[src/rtl/mem_arbiter_pkg.sv]
// Shared constants for the memory-port arbiter: FSM encodings and requester indices.
package mem_arbiter_pkg;

  localparam logic [1:0] ARB_IDLE  = 2'd0;
  localparam logic [1:0] ARB_XFER  = 2'd1;
  localparam logic [1:0] ARB_DRAIN = 2'd2;
  localparam logic [1:0] ARB_DONE  = 2'd3;

  localparam int FETCH = 0;
  localparam int VLS   = 1;
  localparam int SST   = 2;

  localparam int LEN_W = 4;

endpackage

[src/rtl/mem_arbiter_rr_arbiter.sv]
// Combinational round-robin pick: first requester at or after ptr, wrapping mod NREQ.
module mem_arbiter_rr_arbiter
  import mem_arbiter_pkg::*;
#(
  parameter int NREQ = 3,
  parameter int IW   = 2
) (
  input  logic [NREQ-1:0] req,
  input  logic [IW-1:0]   ptr,
  output logic [NREQ-1:0] onehot,
  output logic [IW-1:0]   idx,
  output logic            found
);

  int c;

  always_comb begin
    onehot = '0;
    idx    = '0;
    found  = 1'b0;
    c      = 0;
    for (int k = 0; k < NREQ; k++) begin
      c = (int'(ptr) + k) % NREQ;
      if (!found && req[c]) begin
        found     = 1'b1;
        onehot[c] = 1'b1;
        idx       = IW'(c);
      end
    end
  end

endmodule

[src/rtl/mem_arbiter.sv]
// Shares one memory port between NREQ requesters with round-robin, non-preemptable bursts
// of 1..16 beats; read data returns RD_LAT edges after issue and is drained before DONE.
module mem_arbiter
  import mem_arbiter_pkg::*;
#(
  parameter int NREQ   = 3,
  parameter int AW     = 16,
  parameter int DW     = 16,
  parameter int RD_LAT = 1
) (
  input  logic                  Clk1,
  input  logic                  Reset,
  input  logic [NREQ-1:0]       req,
  input  logic [NREQ-1:0]       we,
  input  logic [NREQ*AW-1:0]    base,
  input  logic [NREQ*LEN_W-1:0] len,
  input  logic [NREQ*DW-1:0]    wdata,
  output logic [NREQ-1:0]       gnt,
  output logic [NREQ-1:0]       wnext,
  output logic [DW-1:0]         rdata,
  output logic [NREQ-1:0]       rvalid,
  output logic [NREQ-1:0]       done,
  output logic [AW-1:0]         Addr,
  output logic                  RD,
  output logic                  WR,
  output logic [DW-1:0]         DataOut,
  input  logic [DW-1:0]         DataIn
);

  localparam int IW = (NREQ > 2) ? 2 : 1;

  logic [1:0]        state;
  logic [IW-1:0]     ptr;
  logic [IW-1:0]     cur;
  logic              we_l;
  logic [AW-1:0]     base_l;
  logic [LEN_W-1:0]  len_l;
  logic [LEN_W-1:0]  cnt;
  logic [RD_LAT-1:0] vpipe;
  logic [NREQ-1:0]   win_oh;
  logic [IW-1:0]     win_idx;
  logic              win_any;
  logic [IW-1:0]     ptr_nxt;
  logic              issue_rd;

  mem_arbiter_rr_arbiter #(.NREQ(NREQ), .IW(IW)) u_rr (
    .req    (req),
    .ptr    (ptr),
    .onehot (win_oh),
    .idx    (win_idx),
    .found  (win_any)
  );

  assign ptr_nxt  = (win_idx == IW'(NREQ - 1)) ? '0 : win_idx + IW'(1);
  assign issue_rd = (state == ARB_XFER) && !we_l;
  assign wnext    = (state == ARB_XFER && we_l) ? gnt : '0;
  assign done     = (state == ARB_DONE) ? gnt : '0;

  always_ff @(posedge Clk1) begin
    if (Reset) begin
      state   <= ARB_IDLE;
      ptr     <= '0;
      cur     <= '0;
      we_l    <= 1'b0;
      base_l  <= '0;
      len_l   <= '0;
      cnt     <= '0;
      vpipe   <= '0;
      gnt     <= '0;
      rvalid  <= '0;
      rdata   <= '0;
      Addr    <= '0;
      RD      <= 1'b0;
      WR      <= 1'b0;
      DataOut <= '0;
    end else begin
      RD     <= 1'b0;
      WR     <= 1'b0;
      vpipe  <= (vpipe << 1) | RD_LAT'(issue_rd);
      // The oldest stage marks the edge at which memory data for that beat is valid.
      rvalid <= vpipe[RD_LAT-1] ? gnt : '0;
      if (vpipe[RD_LAT-1]) rdata <= DataIn;

      case (state)
        ARB_IDLE: begin
          if (win_any) begin
            cur    <= win_idx;
            we_l   <= we[win_idx];
            base_l <= base[int'(win_idx)*AW +: AW];
            len_l  <= len[int'(win_idx)*LEN_W +: LEN_W];
            cnt    <= '0;
            gnt    <= win_oh;
            ptr    <= ptr_nxt;
            state  <= ARB_XFER;
          end
        end
        ARB_XFER: begin
          Addr <= base_l + AW'(cnt);
          RD   <= !we_l;
          WR   <= we_l;
          if (we_l) DataOut <= wdata[int'(cur)*DW +: DW];
          cnt  <= cnt + 1'b1;
          if (cnt == len_l) state <= we_l ? ARB_DONE : ARB_DRAIN;
        end
        ARB_DRAIN: begin
          if (vpipe == '0) state <= ARB_DONE;
        end
        ARB_DONE: begin
          gnt   <= '0;
          state <= ARB_IDLE;
        end
        default: state <= ARB_IDLE;
      endcase
    end
  end

endmodule

[config.mk]
export PLATFORM = sky130hd
export DESIGN_NAME = mem_arbiter
export DESIGN_NICKNAME = d
export VERILOG_FILES = /design/src/rtl/mem_arbiter_pkg.sv /design/src/rtl/mem_arbiter_rr_arbiter.sv /design/src/rtl/mem_arbiter.sv
export SDC_FILE = /design/constraint.sdc
export NUM_CORES = 1
export LEC_CHECK = 0
export ABC_CLOCK_PERIOD_IN_PS = 3000
export BUFFER_PORTS_ARGS = -buffer_cell sky130_fd_sc_hd__buf_4
export CAP_MARGIN = 20
export CORE_AREA = 2 2 103 105
export CTS_CLUSTER_SIZE = 16
export DETAILED_ROUTE_END_ITERATION = 8
export DIE_AREA = 0 0 105 107
export HOLD_SLACK_MARGIN = 0.03
export PLACE_DENSITY = 0.79
export SLEW_MARGIN = 20
export SYNTH_ARGS = -nofsm -noshare
export SYNTH_HDL_FRONTEND = slang
export SYNTH_SLANG_ARGS = --single-unit
[constraint.sdc]
create_clock -name Clk1 -period 3 [get_ports Clk1]
set_clock_uncertainty 0.2 [all_clocks]
set_input_delay 0.6 -clock Clk1 [delete_from_list [all_inputs] [get_ports Clk1]]
set_output_delay 0.6 -clock Clk1 [all_outputs]
set_load 0.02 [all_outputs]
==> impl_metrics.tcl <==
set metrics [dict create \
    cp_slowest_cell "and2_1" \
    fp.dieW_um 105 \
    synth_most_common_cell "dfxtp_1" \
    syn-mean-instance-area_sq_um 9.09 \
    worstSetupPathType "flip-flop to flip-flop" \
    grt_overflow 0 \
    final_max_slew_viol_count 0 \
    cp.arrival_ps 2850 \
    die_area_sq_um 11200 \
    finalWirelength_mm 13.4 \
    crit_fanout 24 \
    worstPathRequired_ps 3100 \
    placedCellCount 824 \
    fin_tns_setup_ps 0 \
    cts_root_buf "clkbuf_8" \
    hold_viol_final 0 \
    hpwl_mm 9.70 \
    vias 4628 \
    synth.area.top_cells "dfxtp_1 (36%), mux2i_1 (12%), nor2_1 (5.4%), o211ai_2 (5.2%), a211oi_1 (3.9%)" \
    seq_area_frac_synth 0.365 \
    ys_async_sr_fraction 0 \
    portBuffers 193 \
    grt_usage 0.233 \
    cts_buffers 9 \
    finalCritPeriodShare 0.918 \
    syn_inst 531 \
    status "finished, final reports clean" \
    coreArea_sq_um 10100 \
    grt_max_degree 67 \
    die_height_um 107 \
    ys.warnings.count 0 \
    tightestPinTransition_ps 909 \
    ioPinCount 194 \
    cp-end-kind "flip-flop" \
    synth_seq_cells 88 \
    wire_per_inst_um 15.9 \
    nets 846 \
    grt_pass1_vias 4518 \
    cp_slowest_stage_delay_ps 730 \
    fill_cells 869 \
    via_per_inst 5.51 \
    max_freq_mhz 363 \
    synth.top_cell.area_share 0.365 \
    design_area_sq_um 6540 \
    drc 0 \
    start_util 0.478 \
    cts_tree "yes" \
    vdd_ir_drop_max_mv 0.686 \
    cts.sinks 88 \
    drtPass1Iterations 5 \
    min_period_ps 2750 \
    grt_pass1_wl_mm 21.5 \
    place.gp.congestion 0.856 \
    rows 37 \
    cts_buffer_depth 2 \
    synthFlopType "dfxtp_1" \
    drive_above_1_share 0.348 \
    cap_violations 0 \
    synth_edf_count 0 \
    power_per_cell_area_nw_per_um2 875 \
    clkTransAtPathRegs_ps 90 \
    cts_setup_buffers 0 \
    syn-num-nets 678 \
    hp-class "flip-flop to flip-flop" \
    n_antenna_cell 0 \
    worst_skew_pair.late_latency_ps 360 \
    synthTopCellsByCount "dfxtp_1 (88), nor2_1 (69), mux2i_1 (60), clkbuf_1 (35), a21oi_1 (33)" \
    total_power_mw 5.73 \
    p_leak_nw 2.88 \
    synth_area_sq_um 4830 \
    fin_cells 840 \
    h-tree-depth 3 \
    netlist.top_cell.by_area "dfxtp_1" \
    setup_viol 0 \
    rsz0062_at_grt "no" \
    antenna_left 0 \
    drt_iter0_drc 264 \
    synth.distinct_cells 49 \
    worstPathCellList "inv_1 -> ha_1 -> inv_1 -> mux2_4 -> nand3_1 -> and2_1 -> nand4b_1 -> o211ai_2" \
    placed_area_sq_um 6310 \
    area_delta_synth_final_pct 35.5 \
    cp-start-kind "flip-flop" \
    antenna_found_initial 0 \
    relSlewSlack 0.394 \
    cp_common_cell "inv_1" \
]
-- layer usage --
layer,GRT usage,vias up,share of wire
met5,0,-,0
met4,0.0905,0,0.021
met3,0.0529,24,0.063
met2,0.414,173,0.51
met1,0.272,2171,0.40
li1,-,2260,-
-- sequential cells by signal, indices dropped and copies added (netlist names), 2 cells and up --
signal	flops
Addr	16
DataOut	16
base_l	16
rdata	16
cnt	4
len_l	4
gnt	3
rvalid	3
cur	2
ptr	2
state	2
-- critical path: cells and delay by family, from the launching register on --
kind | cells | cell delay [ps]
fa+ha+maj | 1 | 320
flops | 1 | 390
mux | 1 | 350
compound gates | 1 | 120
buf+inv | 2 | 260
simple gates | 3 | 1060
-- layout make-up --
type                    instances  area, sq um  area share
flip-flops and latches         88         1760       0.269
inverters                       7         26.3     0.00402
multi-input cells             392         2850       0.436
clock buffers                   9          124      0.0189
clock inverters                 7          101      0.0155
well taps                     136          170      0.0260
repair buffers                201         1510       0.231
-- cell usage in the layout, fill, tap and decap left out, types with 2 or more instances in the layout --
cell type     n
xnor2_1       4
nor2_1       69
nand2b_1      2
clkbuf_8      9
o21ai_0       9
nand3_1       8
inv_6         2
o211ai_1      4
a211oi_1     25
clkinvlp_4    2
a21oi_1      33
o21a_1        3
o21ai_1       2
nand4b_1     21
buf_4       201
and3_1        4
nor2b_1       6
a311oi_1      4
bufinv_16     2
mux2i_1      60
nand4_1       3
inv_1         7
nor3_1        3
o211ai_2     20
nor3b_1       3
nand2_1      20
nand3b_1     23
or3_1         9
xor2_1       11
dfxtp_1      88
a21o_1        5
ha_1         13
and2_1        9
-- path summary, 6_finish.rpt --
check / startpoint / slack, ps / end / cells past startpoint
worst min-delay path: cur[1] / 270 / cur[1] / 2
worst min register to register: cur[1] / 270 / cur[1] / 2
worst max register to register: ptr[0] / 250 / len_l[1] / 8
worst max-delay path: ptr[0] / 250 / len_l[1] / 8
-- power by group --
group | internal (mW) | leakage (nW) | switching (mW) | total (mW)
logic | 1.29 | 2.05 | 1.78 | 3.07
clock network | 0.476 | 0.106 | 0.453 | 0.930
registers | 1.46 | 0.719 | 0.265 | 1.72
-- through the flow --
stage	hold slack, ps	util	worst slack [ps]
6_report	268	0.648	246
5_1_grt	272	0.648	48.8
4_1_cts	257	0.648	147
3_3_place_gp	249	0.625	349
2_1_floorplan	265	-	503
3_5_place_dp	261	0.625	163
-- kinds of logic (layout without fill, tap and decap cells) --
family | after synthesis | after routing | share of synthesized area
and+or+nand+nor | 185 | 185 | 0.211
AOI/OAI and AO/OA | 116 | 116 | 0.184
DFF | 88 | 88 | 0.365
muxes | 61 | 61 | 0.128
buffers and inverters | 51 | 224 | 0.0456
adders and majority gates | 15 | 15 | 0.0404
xor gates and xnor gates | 15 | 15 | 0.0272
-- timing repair --
| item | CTS | global route |
|---|---|---|
| hold buffers | 0 | 0 |
| gates resized for setup | 0 | 2 |
| setup endpoints to repair | 0 | 24 |
Note: power is estimated with default switching activity, not from simulation.
